<file path="config.mk">
export PLATFORM = sky130hd
export DESIGN_NAME = beam_line_engine_flat
export DESIGN_NICKNAME = d
export VERILOG_FILES = /design/src/rtl/vector_pkg.sv /design/src/rtl/beam_line_engine_if.sv /design/src/rtl/beam_line_engine_line_stepper.sv /design/src/rtl/beam_line_engine.sv /design/src/flat_wrapper.sv
export SDC_FILE = /design/constraint.sdc
export NUM_CORES = 1
export LEC_CHECK = 0
export ABC_AREA = 1
export ABC_CLOCK_PERIOD_IN_PS = 6740
export BUFFER_PORTS_ARGS = -buffer_cell sky130_fd_sc_hd__buf_2
export CAP_MARGIN = 20
export CORE_UTILIZATION = 44
export CTS_CLUSTER_DIAMETER = 120
export DETAILED_ROUTE_END_ITERATION = 7
export MAX_ROUTING_LAYER = met4
export PLACE_DENSITY_LB_ADDON = 0.12
export SYNTH_ARGS = -nofsm -noshare
export SYNTH_HDL_FRONTEND = slang
export SYNTH_SLANG_ARGS = --single-unit
</file>
<file path="constraint.sdc">
create_clock -name clk -period 6.74 [get_ports clk]
set_input_delay 0.674 -clock clk [delete_from_list [all_inputs] [get_ports clk]]
set_output_delay 0.674 -clock clk [all_outputs]
set_load 0.01 [all_outputs]
</file>
<file path="src/rtl/vector_pkg.sv">
// Shared types for the vector beam engine: coordinate width, FSM states and command ops.
// Latency: n/a (types and constants only).
// Backpressure: n/a.
package vector_pkg;

  localparam int DEF_WIDTH = 12;

  typedef enum logic [1:0] {
    IDLE,
    SETUP,
    DRAW,
    SETTLE
  } state_t;

  typedef enum logic {
    OP_JUMP,
    OP_DRAW
  } op_t;

endpackage

</file>
<file path="src/rtl/beam_line_engine_if.sv">
// Vector command bus: (x, y, draw, jump) command in, ready plus beam position/enable out.
// Latency: n/a (wiring only).
// Backpressure: the command side holds draw/jump until it observes ready=1 on a clock edge.
interface beam_line_engine_if #(
  parameter int WIDTH = vector_pkg::DEF_WIDTH
);
  logic [WIDTH-1:0] x;
  logic [WIDTH-1:0] y;
  logic             draw;
  logic             jump;
  logic             ready;
  logic [WIDTH-1:0] x_out;
  logic [WIDTH-1:0] y_out;
  logic             beam_on;

  // Command generator / DAC stage side
  modport master (
    output x, y, draw, jump,
    input  ready, x_out, y_out, beam_on
  );

  // Beam engine side
  modport slave (
    input  x, y, draw, jump,
    output ready, x_out, y_out, beam_on
  );
endinterface

</file>
<file path="src/rtl/beam_line_engine_line_stepper.sv">
// Bresenham line stepper: holds beam position and dx/dy/err/sx/sy, steps one point per strobe.
// Latency: load, step and move each take effect on the next clock edge.
// Backpressure: none; the parent decides when to strobe.
module line_stepper
  import vector_pkg::*;
#(
  parameter int WIDTH = DEF_WIDTH
) (
  input  logic             clk,
  input  logic             reset,
  input  logic             load,
  input  logic             step,
  input  logic             move,
  input  logic [WIDTH-1:0] tx,
  input  logic [WIDTH-1:0] ty,
  output logic [WIDTH-1:0] x_pos,
  output logic [WIDTH-1:0] y_pos,
  output logic             done
);
  // Two extra bits: one for sign, one so |dx| = 2^WIDTH-1 and err never overflow.
  localparam int EW = WIDTH + 2;

  logic signed [EW-1:0] dx, dy, err;
  logic signed [1:0]    sx, sy;
  logic signed [EW-1:0] ddx, ddy, adx, ady, err_nxt;
  logic signed [1:0]    sx_nxt, sy_nxt;
  logic signed [EW:0]   e2;
  logic                 stx, sty;

  // Signed distance from the current beam position to the target, with magnitude and sign
  always_comb begin
    ddx    = $signed({2'b00, tx}) - $signed({2'b00, x_pos});
    ddy    = $signed({2'b00, ty}) - $signed({2'b00, y_pos});
    adx    = ddx[EW-1] ? -ddx : ddx;
    ady    = ddy[EW-1] ? -ddy : ddy;
    sx_nxt = (ddx == '0) ? 2'sb00 : (ddx[EW-1] ? 2'sb11 : 2'sb01);
    sy_nxt = (ddy == '0) ? 2'sb00 : (ddy[EW-1] ? 2'sb11 : 2'sb01);
  end

  // Bresenham decision: both tests use the error before this step's updates
  always_comb begin
    e2      = {err, 1'b0};
    stx     = (e2 >= dy);
    sty     = (e2 <= dx);
    err_nxt = err;
    if (stx) err_nxt = err_nxt + dy;
    if (sty) err_nxt = err_nxt + dx;
  end

  assign done = (x_pos == tx) && (y_pos == ty);

  // Line state and beam position; move (jump) overrides any step
  always_ff @(posedge clk or negedge reset) begin
    if (!reset) begin
      dx    <= '0;
      dy    <= '0;
      err   <= '0;
      sx    <= '0;
      sy    <= '0;
      x_pos <= '0;
      y_pos <= '0;
    end else begin
      if (load) begin
        dx  <= adx;
        dy  <= -ady;
        err <= adx - ady;
        sx  <= sx_nxt;
        sy  <= sy_nxt;
      end else if (step) begin
        err <= err_nxt;
        if (stx) x_pos <= x_pos + WIDTH'(sx);
        if (sty) y_pos <= y_pos + WIDTH'(sy);
      end
      if (move) begin
        x_pos <= tx;
        y_pos <= ty;
      end
    end
  end
endmodule

</file>
<file path="src/rtl/beam_line_engine.sv">
// Vector beam engine: blanked jumps and beam-on Bresenham draws to the X/Y DAC; BEAM_JUMP_SETTLE_EN adds post-jump dwell.
// Latency: jump ready at edge 1 (+SETTLE_CYCLES with dwell); draw ready at edge 1+(N+1)*STEP_DIV.
// Backpressure: ready=1 only in IDLE; draw/jump are level-sampled when ready, never queued.
module beam_line_engine
  import vector_pkg::*;
#(
  parameter int WIDTH         = DEF_WIDTH,
  parameter int STEP_DIV      = 1,
  parameter int SETTLE_CYCLES = 64
) (
  input  logic                clk,
  input  logic                reset,
  beam_line_engine_if.slave   bus
);
  localparam int DW = (STEP_DIV > 1) ? $clog2(STEP_DIV) : 1;

`ifdef BEAM_JUMP_SETTLE_EN
  localparam bit JUMP_DWELL = (SETTLE_CYCLES > 0);
  localparam int SW = (SETTLE_CYCLES > 1) ? $clog2(SETTLE_CYCLES) : 1;
  logic [SW-1:0] settle_cnt;
`else
  // Without the dwell feature the settle length has no effect.
  localparam bit JUMP_DWELL = 1'b0 && (SETTLE_CYCLES > 0);
`endif

  state_t           state, state_nxt;
  op_t              op;
  logic [WIDTH-1:0] tx, ty;
  logic [DW-1:0]    div_cnt;
  logic             run_q;
  logic             accept, point_end, done;
  logic             ld, stp, mv;

  // run_q keeps ready low during reset and raises it on the first edge after release
  assign bus.ready   = (state == IDLE) && run_q;
  assign bus.beam_on = (state == DRAW);
  assign accept      = bus.ready && (bus.draw || bus.jump);
  assign point_end   = (div_cnt == DW'(STEP_DIV - 1));

  line_stepper #(.WIDTH(WIDTH)) u_stepper (
    .clk   (clk),
    .reset (reset),
    .load  (ld),
    .step  (stp),
    .move  (mv),
    .tx    (tx),
    .ty    (ty),
    .x_pos (bus.x_out),
    .y_pos (bus.y_out),
    .done  (done)
  );

  // Next state and stepper strobes
  always_comb begin
    state_nxt = state;
    ld        = 1'b0;
    stp       = 1'b0;
    mv        = 1'b0;
    case (state)
      IDLE: if (accept) state_nxt = SETUP;
      SETUP: begin
        if (op == OP_JUMP) begin
          mv        = 1'b1;
          state_nxt = JUMP_DWELL ? SETTLE : IDLE;
        end else begin
          ld        = 1'b1;
          state_nxt = DRAW;
        end
      end
      DRAW: begin
        if (point_end) begin
          if (done) state_nxt = IDLE;
          else      stp       = 1'b1;
        end
      end
`ifdef BEAM_JUMP_SETTLE_EN
      SETTLE: if (settle_cnt == SW'(SETTLE_CYCLES - 1)) state_nxt = IDLE;
`endif
      default: state_nxt = IDLE;
    endcase
  end

  // State, ready arming, command latch and per-point hold counter
  always_ff @(posedge clk or negedge reset) begin
    if (!reset) begin
      state   <= IDLE;
      run_q   <= 1'b0;
      op      <= OP_JUMP;
      tx      <= '0;
      ty      <= '0;
      div_cnt <= '0;
    end else begin
      state <= state_nxt;
      run_q <= 1'b1;
      if (accept) begin
        tx <= bus.x;
        ty <= bus.y;
        op <= bus.jump ? OP_JUMP : OP_DRAW;
      end
      if (state != DRAW || point_end) div_cnt <= '0;
      else                            div_cnt <= div_cnt + 1'b1;
    end
  end

`ifdef BEAM_JUMP_SETTLE_EN
  // Blanked dwell counter after a jump
  always_ff @(posedge clk or negedge reset) begin
    if (!reset)               settle_cnt <= '0;
    else if (state != SETTLE) settle_cnt <= '0;
    else                      settle_cnt <= settle_cnt + 1'b1;
  end
`endif
endmodule

</file>
<file path="src/flat_wrapper.sv">
// flat-port wrapper written by rule: the top's interface ports become plain ports
module beam_line_engine_flat import vector_pkg::*;
#(
  parameter int WIDTH         = DEF_WIDTH,
  parameter int STEP_DIV      = 1,
  parameter int SETTLE_CYCLES = 64
)
  (clk, reset, bus_x, bus_y, bus_draw, bus_jump, bus_ready, bus_x_out, bus_y_out, bus_beam_on);
  beam_line_engine_if #(.WIDTH(WIDTH)) bus_i ();
  input  logic clk;
  input  logic reset;
  input wire logic [$bits(bus_i.x)-1:0] bus_x;
  input wire logic [$bits(bus_i.y)-1:0] bus_y;
  input wire logic [$bits(bus_i.draw)-1:0] bus_draw;
  input wire logic [$bits(bus_i.jump)-1:0] bus_jump;
  output wire logic [$bits(bus_i.ready)-1:0] bus_ready;
  output wire logic [$bits(bus_i.x_out)-1:0] bus_x_out;
  output wire logic [$bits(bus_i.y_out)-1:0] bus_y_out;
  output wire logic [$bits(bus_i.beam_on)-1:0] bus_beam_on;
  assign bus_i.x = bus_x;
  assign bus_i.y = bus_y;
  assign bus_i.draw = bus_draw;
  assign bus_i.jump = bus_jump;
  assign bus_ready = bus_i.ready;
  assign bus_x_out = bus_i.x_out;
  assign bus_y_out = bus_i.y_out;
  assign bus_beam_on = bus_i.beam_on;
  beam_line_engine #(.WIDTH(WIDTH), .STEP_DIV(STEP_DIV), .SETTLE_CYCLES(SETTLE_CYCLES)) u_core (.clk(clk), .reset(reset), .bus(bus_i));
endmodule
</file>
## Word level (Yosys, flattened, before mapping)

Index checks and enable logic that the tools add are counted.

| word-level totals | value |
|---|---|
| input port bits | 28 |
| register bits | 99 |
| word-level logic and storage cells | 83 |
| output and inout port bits | 26 |

| operators by class | value |
|---|---|
| equality and inequality tests | 9 |
| $lt $le $gt $ge | 2 |
| add/sub/neg operators | 11 |
| mux-type cells | 32 |
| reductions and logical operators | 15 |
| bitwise operators | 1 |

Operators by type and width:

| cell | number |
|---|---|
| 12-bit 2-to-1 mux | 8 |
| 14-bit 2-to-1 mux | 6 |
| 14-bit adder | 2 |
| 14-bit zero test | 2 |
| 14-bit negation | 2 |
| 12-bit by 12-bit subtractor with 13-bit output | 2 |
| 12-bit adder | 2 |
| 12-bit equality test | 2 |
| 2-bit 2-to-1 mux | 8 |
| 15-bit by 14-bit >= comparator with 1-bit output | 1 |
| 15-bit by 14-bit <= comparator with 1-bit output | 1 |
| 13-bit negation with 14-bit output | 1 |
| 14-bit subtractor | 1 |
| 1-bit 2-to-1 mux | 9 |
| 3-bit AND reduction | 3 |
| 2-bit nonzero test | 4 |
| 2-bit inequality test (second input constant) | 3 |
| 2-bit one-hot mux with 3 select lines | 1 |
| 2-bit by 1-bit inequality test with 1-bit output (second input constant) | 2 |
| 1-bit logical AND | 3 |
| 2-bit by 1-bit equality test with 1-bit output (second input constant) | 1 |
| 2-bit equality test (second input constant) | 1 |
| 2-bit zero test | 1 |
| 1-bit logical OR | 2 |
| other kinds (2) | 2 |

## Depth between registers and ports, before layout

Gate-level depths: netlist of the first run.

| depth | value |
|---|---|
| depth after elaboration | 8 |
| mapped depth | 31 |
| mapped depth without buffers | 30 |

## Cells and area by module

From an unflattened synthesis of the first run, not the netlist that was laid out.

| unflattened totals | value |
|---|---|
| cells, all modules | 1444 |
| area, all modules | 9999.6 um2 |

By module, submodules not included:

| module | area an instance (um2) | cells an instance | times used |
|---|---|---|---|
| line_stepper | 8764.7 | 1310 | 1 |
| beam_line_engine | 1234.9 | 134 | 1 |

## Worst setup path after synthesis of the first run

No wires, ideal clock.

| timing path | value |
|---|---|
| path type | register to register |
| start | reg u_core.u_stepper.dy[1] |
| end | reg u_core.u_stepper.err[12] |
| period minus slack after synthesis | 3.973 ns |
| setup time | 0.077 ns |
| slack | 2.767 ns |
| required time | 6.663 ns |
| stages on the path, launching flop included | 27 |
| arrival | 3.895 ns |
| cell sequence | dfrtp_1 inv_1 ha_1 nand2_1 nor2_1 a211oi_1 nor2_1 o21ai_0 nand2_1 or2_2 nand2_1 buf_2 nand2_1 o21ai_0 ha_1 inv_1 fa_1 o21ai_0 a21oi_1 o21ai_0 a21oi_1 nor2_1 nor2_1 xor2_1 a21oi_1 a21oi_1 a21oi_1 |

| on the way | value |
|---|---|
| longest elaborated chain between the ends | 6 |
| elaborated cells on any way between the ends | 7 |

RTL lines:

| item | line | RTL |
|---|---|---|
| start, declared | beam_line_engine_line_stepper.sv:23 | `logic signed [EW-1:0] dx, dy, err;` |
| start signal, assigned | beam_line_engine_line_stepper.sv:65 | `dy <= -ady;` |
| 14-bit adder or 15-bit by 14-bit >= comparator with 1-bit output (tied branches) | beam_line_engine_line_stepper.sv:46, beam_line_engine_line_stepper.sv:43 |  |
| 14-bit 2-to-1 mux (*) | beam_line_engine_line_stepper.sv:46 | `if (stx) err_nxt = err_nxt + dy;` |
| 14-bit adder | beam_line_engine_line_stepper.sv:47 | `if (sty) err_nxt = err_nxt + dx;` |
| 14-bit 2-to-1 mux (*) | beam_line_engine_line_stepper.sv:47 |  |
| 14-bit 2-to-1 mux (*) | beam_line_engine_line_stepper.sv:69 | `end else if (step) begin` |
| 14-bit 2-to-1 mux (*) | beam_line_engine_line_stepper.sv:63 | `if (load) begin` |
| end signal, assigned | beam_line_engine_line_stepper.sv:66 | `err <= adx - ady;` |
| end signal, assigned | beam_line_engine_line_stepper.sv:70 | `err <= err_nxt;` |
| end, declared | beam_line_engine_line_stepper.sv:23 |  |

Mark *: on every way between the ends. The rest lies on a longest branch, timed or not. The select of a mux whose other input is x is not followed.
A chain may end at the register's enable or synchronous reset.

## Worst setup path in the final report of the first run

| timing path | value |
|---|---|
| start | reg u_core.u_stepper.x_pos[3] |
| end | reg u_core.u_stepper.err[12] |

| on the way | value |
|---|---|
| elaborated cells on any way between the ends | 11 |

RTL lines:

| item | line | RTL |
|---|---|---|
| start, declared | beam_line_engine_line_stepper.sv:16 | `output logic [WIDTH-1:0] x_pos,` |
| start signal, assigned | beam_line_engine_line_stepper.sv:71 | `if (stx) x_pos <= x_pos + WIDTH'(sx);` |
| start signal, assigned | beam_line_engine_line_stepper.sv:75 | `x_pos <= tx;` |
| 12-bit by 12-bit subtractor with 13-bit output | beam_line_engine_line_stepper.sv:32 | `ddx = $signed({2'b00, tx}) - $signed({2'b00, x_pos});` |
| 14-bit 2-to-1 mux | beam_line_engine_line_stepper.sv:34 | `adx = ddx[EW-1] ? -ddx : ddx;` |
| named net u_core.u_stepper.adx[2] | beam_line_engine_line_stepper.sv:25 | `logic signed [EW-1:0] ddx, ddy, adx, ady, err_nxt;` |
| 14-bit subtractor | beam_line_engine_line_stepper.sv:66 |  |
| 14-bit 2-to-1 mux | beam_line_engine_line_stepper.sv:63 |  |

The timed path passes the listed nets, and every way through them passes these cells.

==> results of run 1 <==
## through the flow
step	setup WS [ns]	utilization [%]
final	2.00	49.1
after floorplan	2.77	-
after CTS	1.99	49.1
after global routing	1.36	49.1
after global placement	2.07	47.7
after detailed placement	2.01	47.7
## logic make-up (layout without fill, tap and decap cells)
kind of cell	Yosys count	count (layout)	share of synthesized area (%)
adders and majority gates	120	120	16.2
and+or+nand+nor	572	572	25.4
AOI/OAI and AO/OA	275	275	16.2
other	2	2	0.0783
DFF	99	99	25.8
buffers and inverters	234	282	9.42
xor gates and xnor gates	67	67	6.90
## final timing paths
check | startpoint | endpoint | slack, ns | cells after the start
setup / recovery | u_core.u_stepper.x_pos[3] | u_core.u_stepper.err[12] | 2.00 | 26
hold / removal | reset | u_core.u_stepper.y_pos[5] | 0.22 | 1
setup reg to reg | u_core.u_stepper.x_pos[3] | u_core.u_stepper.err[12] | 2.00 | 26
hold reg to reg | u_core.div_cnt | u_core.state[1] | 0.50 | 2
max in group asynchronous | reset | u_core.u_stepper.dy[12] | 5.18 | 2
min in group clk | bus_x[4] | u_core.tx[4] | 0.49 | 3
## state kept, by name, indices dropped and copies added (netlist names), 12 cells and up
signal,flops
u_core.tx,12
u_core.ty,12
u_core.u_stepper.dx,14
u_core.u_stepper.dy,14
u_core.u_stepper.err,14
u_core.u_stepper.x_pos,12
u_core.u_stepper.y_pos,12
## final cells by class
cell class	count	area [um2]
fill	2196	10800
multi-input combinational	1036	6220
sequential	99	2480
inverter	207	777
tap	275	344
timing repair buffer	59	313
clock buffer	10	229
clock inverter	6	55.1
## cells in the mapped netlist (all sizes together) (4+ instances only)
library cell    n
nand2         365
inv           207
ha            113
o21ai         112
a21oi         104
dfrtp          99
nor2           92
nand3          65
xor2           50
clkbuf         19
xnor2          17
nand4          14
nor3           13
or2            11
a31oi          10
a22oi           8
buf             8
fa              7
nand3b          6
o22ai           6
a21o            5
o211ai          5
a21boi          4
## per-layer routing
metal	vias up	global-route usage (%)	routed length, um
met3	34	2.62	945
li1	4567	-	-
met5	-	-	0
met1	3927	32.6	12300
met2	197	38.9	11200
met4	0	6.97	519
## cells in the final DEF (no fill, tap or decap), types with 3 or more instances in the layout
cell,instances
o21bai_1,3
inv_1,203
ha_1,113
nand2_1,350
nand2_4,4
xnor2_1,15
inv_2,4
nor3_1,13
o31ai_1,3
clkbuf_16,9
nand3b_1,6
a31oi_1,10
o21a_1,3
buf_2,52
nand2_2,11
a221oi_1,3
nand4_1,14
fa_1,7
a22oi_1,8
xor2_1,45
buf_4,7
clkinv_4,3
xor2_2,4
nor2_2,5
nor4_1,3
nand3_1,64
a211oi_1,3
o21ai_0,108
nor2_4,3
o211ai_1,5
o221ai_1,3
a21oi_1,102
o21ai_1,4
a21o_1,5
dfrtp_1,99
nor2_1,84
or2_2,10
o22ai_1,6
==> flow_metrics.env, run 1 <==
export IMPL_status="finished, final reports clean"
export IMPL_place_area_um2=10100
export IMPL_period_share_pct=70.3
export IMPL_fin_crit_ns=4.74
export IMPL_gp_congestion=0.922
export IMPL_startpoint_type="register"
export IMPL_synth_distinct_cells=54
export IMPL_die_y_um=150
export IMPL_critPathTopFamily="simple AND/OR/NAND/NOR gates"
export IMPL_wire_per_inst_um=14.8
export IMPL_max_slew_worst_pin_slew_ns=0.990
export IMPL_grt_overflow=0
export IMPL_cp_arrival_ns=5.03
export IMPL_fin_setup_tns_ns=0
export IMPL_synth_warnings=0
export IMPL_first_global_vias=8369
export IMPL_rows=53
export IMPL_syn_nets=1517
export IMPL_grt_usage_pct=24.4
export IMPL_drive_above_1_share_pct=8.75
export IMPL_numCtsBuffers=9
export IMPL_critical_path_buf_inv_count=4
export IMPL_drv_cap=0
export IMPL_end_kind="register"
export IMPL_drc=0
export IMPL_whs_ns=0.222
export IMPL_dp_cells=1676
export IMPL_cts_max_path_buffers=2
export IMPL_fp_dieArea_um2=22400
export IMPL_fin_nets=1560
export IMPL_post_cts_resize_count=0
export IMPL_antenna_found_initial=0
export IMPL_path_class="reg2reg"
export IMPL_slowest_delay_ns=0.49
export IMPL_drv_slew=0
export IMPL_cts_tree="built"
export IMPL_drtPass1Iterations=5
export IMPL_cpMostUsedCell="nand2_1"
export IMPL_ios=54
export IMPL_clk_insertion_delay_late_ns=0.37
export IMPL_syn_cell_area_um2=9590
export IMPL_maxSlewHeadroom_pct=34.0
export IMPL_grt_max_degree=72
export IMPL_synth_top_flop_cell="dfrtp_1"
export IMPL_synthArstFlopShare_pct=100
export IMPL_cp_max_fo=10
export IMPL_antenna_cells=0
export IMPL_synth_edf_count=0
export IMPL_synth_area_top_cells="dfrtp_1 (26%), ha_1 (15%), nand2_1 (14%)"
export IMPL_hold_viol=0
export IMPL_required_ns=7.04
export IMPL_hold_class="in2async"
export IMPL_fp_coreArea_um2=21200
export IMPL_layout_cells_non_filler=1692
export IMPL_grt_pass1_wl_um=41800
export IMPL_dpl_hpwl_um=19700
export IMPL_die_w_um=150
export IMPL_ys_seq_area_share_pct=25.8
export IMPL_max_freq_mhz=211
export IMPL_postRouteAntennaNets=0
export IMPL_yosysTopAreaCellShare_pct=25.8
export IMPL_vias_per_cell=5.16
export IMPL_post_cts_buffers=0
export IMPL_clkTransAtPathRegs_ns=0.08
export IMPL_drt_iter0_markers=385
export IMPL_htreeDepth=3
export IMPL_postSynthCellCount=1369
export IMPL_synth_largest_area_cell="dfrtp_1"
export IMPL_place_port_buffers=53
export IMPL_ys_ff_latch=99
export IMPL_detail_route_wirelength_um=25000
export IMPL_setup_viol_count_final=0
export IMPL_vias=8725
export IMPL_postSynthAreaPerCell_um2=7.01
export IMPL_cts_hold_buf=0
export IMPL_fin_area_um2=10400
export IMPL_syn_to_final_growth_pct=8.57
export IMPL_finalClockSkew_ns=0.0164
export IMPL_cts_root_buf="clkbuf_16"
export IMPL_cp_slowest_cell="o31ai_1"
export IMPL_rsz0062_at_grt="no"
export IMPL_initial_utilization_pct=45.2
export IMPL_clkSinkCount=99
Power of run 1 is left out: the tool's default activity adds up to more than one toggle a clock period on the data nets, which glitch-free logic cannot reach.
==> run 2: changes to the inputs <==
--- a/config.mk
+++ b/config.mk
@@ -6,7 +6,7 @@
 export NUM_CORES = 1
 export LEC_CHECK = 0
 export ABC_AREA = 1
-export ABC_CLOCK_PERIOD_IN_PS = 6740
+export ABC_CLOCK_PERIOD_IN_PS = 4800
 export BUFFER_PORTS_ARGS = -buffer_cell sky130_fd_sc_hd__buf_2
 export CAP_MARGIN = 20
 export CORE_UTILIZATION = 44
==> constraint.sdc (replaced) <==
create_clock -name clk -period 4.8 [get_ports clk]
set_input_delay 0.48 -clock clk [delete_from_list [all_inputs] [get_ports clk]]
set_output_delay 0.48 -clock clk [all_outputs]
set_load 0.01 [all_outputs]
==> run 2 against run 1 <==
Critical path depth increased by 3. Non-clock buffer count increased by 9. Global-route usage about the same. First-iteration DRC count increased by 23%. Wire length increased by 0.48%. Final cell count increased by 0.53%. Worst setup slack got worse by 1.6 ns. Worst hold slack improved by 0.028 ns. Via count increased by 0.28%. Core utilization increased by 0.50 points.
==> flow_metrics.env, run 2 (synthesis gave the netlist of run 1 again) <==
export IMPL_clkSinkCount=99
export IMPL_drv_cap=0
export IMPL_path_class="reg2reg"
export IMPL_fin_crit_ns=4.37
export IMPL_critical_path_buf_inv_count=2
export IMPL_drc=0
export IMPL_post_cts_buffers=0
export IMPL_slowest_delay_ns=0.45
export IMPL_finalClockSkew_ns=0.0115
export IMPL_maxSlewHeadroom_pct=36.4
export IMPL_drive_above_1_share_pct=9.68
export IMPL_period_share_pct=91.0
export IMPL_initial_utilization_pct=45.2
export IMPL_syn_to_final_growth_pct=9.68
export IMPL_antenna_cells=0
export IMPL_setup_viol_count_final=0
export IMPL_whs_ns=0.250
export IMPL_drv_slew=0
export IMPL_fin_nets=1569
export IMPL_clk_insertion_delay_late_ns=0.36
export IMPL_numCtsBuffers=9
export IMPL_startpoint_type="register"
export IMPL_cts_max_path_buffers=2
export IMPL_cts_root_buf="clkbuf_16"
export IMPL_grt_overflow=0
export IMPL_dpl_hpwl_um=19600
export IMPL_fp_coreArea_um2=21200
export IMPL_grt_pass1_wl_um=41700
export IMPL_hold_viol=0
export IMPL_htreeDepth=3
export IMPL_grt_max_degree=69
export IMPL_cp_arrival_ns=4.67
export IMPL_drtPass1Iterations=5
export IMPL_first_global_vias=8390
export IMPL_die_w_um=150
export IMPL_cp_max_fo=8
export IMPL_fp_dieArea_um2=22400
export IMPL_nFillCells=2180
export IMPL_vias_per_cell=5.14
export IMPL_wire_per_inst_um=14.8
export IMPL_critPathTopFamily="simple AND/OR/NAND/NOR gates"
export IMPL_antenna_found_initial=0
export IMPL_layout_commonest_cell="nand2_1"
export IMPL_max_slew_worst_pin_slew_ns=0.954
export IMPL_postRouteAntennaNets=0
export IMPL_place_port_buffers=53
export IMPL_status="finished, final reports clean"
export IMPL_pre_cts_ws_ns=0.0988
export IMPL_end_kind="register"
export IMPL_gp_congestion=0.889
export IMPL_required_ns=5.10
export IMPL_cp_slowest_cell="dfrtp_1"
export IMPL_cts_tree="built"
export IMPL_grt_usage_pct=24.4
export IMPL_hold_class="in2async"
export IMPL_fin_setup_tns_ns=0
export IMPL_detail_route_wirelength_um=25200
export IMPL_vias=8749
export IMPL_die_y_um=150
export IMPL_top_regs="u_core.u_stepper.dx x14, u_core.u_stepper.dy x14, u_core.u_stepper.err x14"
export IMPL_cpMostUsedCell="nand2_1"
export IMPL_drt_iter0_markers=474
export IMPL_max_freq_mhz=229
export IMPL_setup_slack_ns=0.433
export IMPL_clkTransAtPathRegs_ns=0.08
export IMPL_rsz0062_at_grt="no"
export IMPL_cts_hold_buf=0
export IMPL_final_cell_mix="nand2_1 (349), inv_1 (202), ha_1 (113), o21ai_0 (104), a21oi_1 (101)"
export IMPL_ios=54
export IMPL_rows=53
export IMPL_post_cts_resize_count=0
[run 2: through the flow]
| stage | area (um2) | cells | utilization (%) |
|---|---|---|---|
| detailed placement | 10200 | 1685 | 48.1 |
| finish | 10500 | 1701 | 49.6 |
| CTS | 10500 | 1701 | 49.5 |
| floorplan | 9590 | 1369 | - |
| global placement | 10200 | 1685 | 48.1 |
| global route | 10500 | 1701 | 49.6 |
[run 2: cell type report]
type / count / area (um2) / share of cell area, %
repair buffers: 68 / 380 / 3.62
clock buffers: 11 / 243 / 2.31
clock inverters: 5 / 61.3 / 0.583
multi-input cells: 1036 / 6240 / 59.3
inverters: 207 / 777 / 7.38
well taps: 275 / 344 / 3.27
flip-flops and latches: 99 / 2480 / 23.5
[run 2: worst paths after layout]
| path | start | end | slack [ns] | cells past startpoint |
|---|---|---|---|---|
| worst max register to register | u_core.u_stepper.err[1] | u_core.u_stepper.err[13] | 0.43 | 29 |
| min in group clk | bus_x[4] | u_core.tx[4] | 0.31 | 3 |
| worst max-delay path | u_core.u_stepper.err[1] | u_core.u_stepper.err[13] | 0.43 | 29 |
| worst min register to register | u_core.div_cnt | u_core.state[1] | 0.49 | 2 |
| worst min-delay path | reset | u_core.ty[4] | 0.25 | 1 |
| max in group asynchronous | reset | u_core.u_stepper.dy[6] | 3.53 | 2 |
[run 2: per-layer routing]
| layer | up-vias | GRT usage, % | part of all wire, % |
|---|---|---|---|
| met5 | - | - | 0 |
| met4 | 0 | 7.12 | 1.8 |
| met3 | 26 | 2.65 | 3.6 |
| met2 | 162 | 38.4 | 45 |
| met1 | 3983 | 33.0 | 50 |
| li1 | 4578 | - | - |
Power of run 2 is left out for the same reason.
